### config.mk
export PLATFORM = sky130hd
export DESIGN_NAME = display_scan_mux
export DESIGN_NICKNAME = d
export VERILOG_FILES = /design/src/rtl/display_scan_mux.sv
export SDC_FILE = /design/constraint.sdc
export NUM_CORES = 1
export LEC_CHECK = 0
export CAP_MARGIN = 20
export CORE_MARGIN = 2
export CORE_UTILIZATION = 45
export CTS_CLUSTER_SIZE = 24
export DETAILED_ROUTE_END_ITERATION = 8
export GPL_ROUTABILITY_DRIVEN = 0
export PLACE_DENSITY = 0.65
export SYNTH_ARGS = -nofsm -noshare
export SYNTH_HDL_FRONTEND = slang
export SYNTH_SLANG_ARGS = --single-unit
### constraint.sdc
create_clock -name clk -period 3.89 [get_ports clk]
set_clock_uncertainty 0.1 [all_clocks]
set_input_delay 1.167 -clock clk [delete_from_list [all_inputs] [get_ports clk]]
set_output_delay 1.167 -clock clk [all_outputs]
set_load 0.005 [all_outputs]
### src/rtl/display_scan_mux.sv
// Time-multiplexed N-digit display scanner with a double-buffered digit snapshot.
// Define LEADING_ZERO_BLANK_EN to blank leading zero digits (digit 0 is never blanked).
module display_scan_mux #(
   parameter int unsigned NUM_DIGITS = 3,
   parameter int unsigned DIGIT_W    = 4,
   parameter int unsigned PRESCALE   = 50000,
   localparam int unsigned IDX_W     = $clog2(NUM_DIGITS)
) (
   input  logic                          clk,
   input  logic                          rst_n,
   input  logic                          en,
   input  logic                          load,
   input  logic [NUM_DIGITS*DIGIT_W-1:0] digits_in,
   output logic [DIGIT_W-1:0]            digit_out,
   output logic [NUM_DIGITS-1:0]         digit_sel,
   output logic [IDX_W-1:0]              sel_idx,
   output logic                          scan_tick
);

   localparam int unsigned CNT_W  = (PRESCALE > 1) ? $clog2(PRESCALE) : 1;
   localparam int unsigned DATA_W = NUM_DIGITS * DIGIT_W;

   logic [CNT_W-1:0]      cnt_q, cnt_d;
   logic [IDX_W-1:0]      idx_q, idx_d;
   logic [DATA_W-1:0]     active_q, active_d;
   logic [DATA_W-1:0]     pending_q, pending_d;
   logic                  pend_v_q, pend_v_d;

   logic [DIGIT_W-1:0]    digit_out_q, digit_out_d;
   logic [NUM_DIGITS-1:0] digit_sel_q, digit_sel_d;
   logic [IDX_W-1:0]      sel_idx_q, sel_idx_d;
   logic                  scan_tick_q, scan_tick_d;

   logic                  tick;
   logic                  frame_end;
   logic [DIGIT_W-1:0]    cur_digit;
   logic [NUM_DIGITS-1:0] blank;
   logic                  slot_blank;
`ifdef LEADING_ZERO_BLANK_EN
   logic                  zero_run;
`endif

   always_comb begin : next_state
      tick      = en && (cnt_q == CNT_W'(PRESCALE - 1));
      frame_end = tick && (idx_q == IDX_W'(NUM_DIGITS - 1));

      cnt_d = cnt_q;
      idx_d = idx_q;
      if (!en) begin
         cnt_d = '0;
         idx_d = '0;
      end else if (tick) begin
         cnt_d = '0;
         idx_d = frame_end ? '0 : idx_q + IDX_W'(1);
      end else begin
         cnt_d = cnt_q + CNT_W'(1);
      end

      // New data only reaches the active buffer at a frame boundary while scanning;
      // a load landing exactly on the boundary is newer than anything pending.
      active_d  = active_q;
      pending_d = pending_q;
      pend_v_d  = pend_v_q;
      if (load && (!en || frame_end)) begin
         active_d = digits_in;
         pend_v_d = 1'b0;
      end else if (load) begin
         pending_d = digits_in;
         pend_v_d  = 1'b1;
      end else if (frame_end && pend_v_q) begin
         active_d = pending_q;
         pend_v_d = 1'b0;
      end
   end

   always_comb begin : outputs_next
      cur_digit = active_q[int'(idx_q) * DIGIT_W +: DIGIT_W];

      blank = '0;
`ifdef LEADING_ZERO_BLANK_EN
      zero_run = 1'b1;
      for (int i = int'(NUM_DIGITS) - 1; i > 0; i--) begin
         zero_run = zero_run && (active_q[i * DIGIT_W +: DIGIT_W] == '0);
         blank[i] = zero_run;
      end
`endif
      slot_blank = blank[idx_q];

      digit_sel_d = (en && !slot_blank) ? (NUM_DIGITS'(1) << idx_q) : '0;
      digit_out_d = slot_blank ? '0 : cur_digit;
      sel_idx_d   = idx_q;
      scan_tick_d = tick;
   end

   always_ff @(posedge clk or negedge rst_n) begin
      if (!rst_n) begin
         cnt_q       <= '0;
         idx_q       <= '0;
         active_q    <= '0;
         pending_q   <= '0;
         pend_v_q    <= 1'b0;
         digit_out_q <= '0;
         digit_sel_q <= '0;
         sel_idx_q   <= '0;
         scan_tick_q <= 1'b0;
      end else begin
         cnt_q       <= cnt_d;
         idx_q       <= idx_d;
         active_q    <= active_d;
         pending_q   <= pending_d;
         pend_v_q    <= pend_v_d;
         digit_out_q <= digit_out_d;
         digit_sel_q <= digit_sel_d;
         sel_idx_q   <= sel_idx_d;
         scan_tick_q <= scan_tick_d;
      end
   end

   assign digit_out = digit_out_q;
   assign digit_sel = digit_sel_q;
   assign sel_idx   = sel_idx_q;
   assign scan_tick = scan_tick_q;

endmodule

==> impl_metrics.tcl <==
set metrics [dict create \
    stdcell_count 282 \
    ios 26 \
    cts-root-buf "clkbuf_8" \
    synth-edff-count 0 \
    post_cts_resized 0 \
    final_layout_size_suffix_gt1_share_pct 17.5 \
    synthSimpleGateAreaFrac_pct 12.4 \
    tritoncts "done" \
    routed-wl-met2_um 2220 \
    ys_types 35 \
    slowest_delay_ns 0.61 \
    dieArea_mm2 0.00585 \
    ir_drop_mv 0.203 \
    hold_buffers 0 \
    rsz0062_at_grt "no" \
    period_share_pct 75.1 \
    startpoint "en" \
    status "complete, no violations" \
    synth_top_family_by_area "multiplexers" \
    synth_nets 201 \
    slew_headroom_pct 66.1 \
    path_class "input pin to flop" \
    numCtsBuffers 5 \
    critPathMaxFanout 12 \
    maxSlewViolCount 0 \
    grt_pass1_vias 1510 \
    post-synth-top-count-cell "dfrtp_1" \
    finalSetupTns_ns 0 \
    synthAdderAreaFrac_pct 0.530 \
    arrival_ns 3.02 \
    clk_latency_ns 0.31 \
    yosys_warnings 0 \
    hold_start "cnt_q[0]" \
    synth_xor_area_share_pct 4.45 \
    routed.top_layer "met4" \
    antenna_found_initial 0 \
    synthTopCellsByArea "dfrtp_1 (56%), mux2_1 (7.6%), mux2_4 (6.4%)" \
    initial_utilization_pct 46.5 \
    cp_slowest_cell "clkdlybuf4s50_1" \
    post_cts_buffers 0 \
    n_antenna_cell 0 \
    synth_compound_area_share_pct 3.02 \
    hpwl_um 3060 \
    ant_nets 0 \
    drc_errors 0 \
    syn_area_mm2 0.00236 \
    h-tree-depth 2 \
    synthCells 184 \
    cp_cell_sequence "clkdlybuf4s50_1 > nand3b_1 > inv_1 > nand3_1 > buf_4 > mux2_1 > mux2_4" \
    clk_path_buf_depth 2 \
    coreArea_mm2 0.00507 \
    ys.flop_type "dfrtp_1" \
    critPathLaunchType "input pin" \
    syn_avg_cell_area_um2 12.8 \
    met1_length_um 1920 \
    nets 228 \
    synthTopCellsByCount "dfrtp_1 (53), mux2_1 (16), nor2_1 (16)" \
    syn2layout_area_growth_pct 19.5 \
    worst_pin_slew_ns 0.507 \
    clock.fmax_ghz 0.342 \
    grt_overflow 0 \
    grt_pass1_wl_um 7370 \
    seq_area_frac_synth_pct 56.1 \
    ys_async_sr_fraction_pct 100 \
    hp-class "flop to flop" \
    synth_top_area_share_pct 56.1 \
    drt-initial-drc-count 80 \
    synth_seq_cells 53 \
    end_kind "flop" \
    vias 1462 \
    period_minus_slack_ns 2.92 \
    r2r-start "cnt_q[10]" \
    max-cap-violations 0 \
    wl_met3_um 145 \
    drt-total-wl_um 4360 \
    finalHoldViolations 0 \
    grt_max_degree 54 \
    post-place-cells 273 \
    cts_sinks 53 \
    io_buffers 25 \
    final-setup-viol-count 0 \
    powerDensity_mw_per_mm2 422 \
    fp.dieH_um 76.5 \
    p_leak_nw 1.23 \
    rows 26 \
    grt_usage_pct 16.1 \
    synthMuxAreaShare_pct 21.3 \
    die-width_um 76.5 \
    cp.required_ns 3.99 \
    clkTransAtPathRegs_ns 0.10 \
    wl_per_cell_um 15.5 \
    first_pass_iters 4 \
    vias_per_cell 5.18 \
    yosysTopAreaCell "dfrtp_1" \
]
-- worst paths after layout --
kind,to,slack (ns),depth (start not counted)
worst max-delay path,active_q[2],0.97,7
worst min-delay path,cnt_q[0],0.37,1
worst max register to register,active_q[9],1.12,5
worst min register to register,cnt_q[0],0.37,1
max in group asynchronous,cnt_q[13],2.57,2
min in group asynchronous,active_q[10],0.61,1
-- cells in the final DEF, fill, tap and decap left out, types with 2 or more instances in the layout --
master            n
dfrtp_1          53
clkdlybuf4s50_1  24
nor2_1           16
mux2_1           16
nand2_1          10
xor2_1           10
mux2_4           10
mux2_2           10
o21ai_0           6
mux2i_1           6
clkbuf_8          5
nand3_1           4
nand4_1           4
a21oi_1           4
and2_1            3
inv_1             2
and3_1            2
and4_1            2
or3_1             2
xnor2_1           2
nor3_1            2
bufinv_16         2
buf_4             2
-- kinds of logic after synthesis --
group,Yosys count
buffers and inverters,10
DFF,53
muxes,42
AOI/OAI and AO/OA,12
adders and majority gates,1
and+or+nand+nor,54
xor gates and xnor gates,12
-- registers in the layout (all words and copies together), names as in the netlist --
| signal | flops |
|---|---|
| pend_v_q | 1 |
| digit_sel | 3 |
| digit_out | 4 |
| sel_idx | 2 |
| idx_q | 2 |
| pending_q | 12 |
| active_q | 12 |
| scan_tick | 1 |
| cnt_q | 16 |
-- routing by layer --
| metal | track usage (%) | vias to the layer above |
|---|---|---|
| met5 | 0 | - |
| met4 | 6.00 | 0 |
| met3 | 4.15 | 4 |
| met2 | 27.5 | 25 |
| met1 | 19.8 | 737 |
| li1 | - | 696 |
-- final cells by class --
class | instances | area [um^2]
clock inverters | 3 | 68.8
multi-input cells | 121 | 985
clock buffers | 5 | 68.8
flip-flops and latches | 53 | 1330
repair buffers | 28 | 280
fillers | 439 | 2250
inverters | 2 | 7.51
well taps | 70 | 87.6
-- per-stage QoR --
| stage | hold WS (ns) | instance area, um^2 | util (%) | power [W] | setup slack [ns] |
|---|---|---|---|---|---|
| 2_1_floorplan | 0.252 | 2360 | - | 0.000701 | 1.34 |
| 3_3_place_gp | 0.337 | 2670 | 52.5 | 0.000751 | 0.745 |
| 3_5_place_dp | 0.346 | 2670 | 52.5 | 0.000763 | 0.650 |
| 4_1_cts | 0.365 | 2800 | 55.3 | 0.00120 | 0.973 |
| 5_1_grt | 0.388 | 2820 | 55.6 | 0.00124 | 0.909 |
| 6_report | 0.365 | 2820 | 55.6 | 0.00119 | 0.969 |
-- worst max-delay path, delay by kind of cell --
kind,cells,cell delay (ns)
buf+inv,3,0.98
mux,2,0.59
simple gates,2,0.28
-- report_power, final --
group / internal (W) / leakage [nW] / switching [W]
clock: 0.000259 / 0.0687 / 0.000182
combinational: 0.0000813 / 0.493 / 0.0000483
sequential: 0.000597 / 0.671 / 0.0000238
total: 0.000938 / 1.23 / 0.000254
Note: power is estimated with default switching activity, not from simulation.
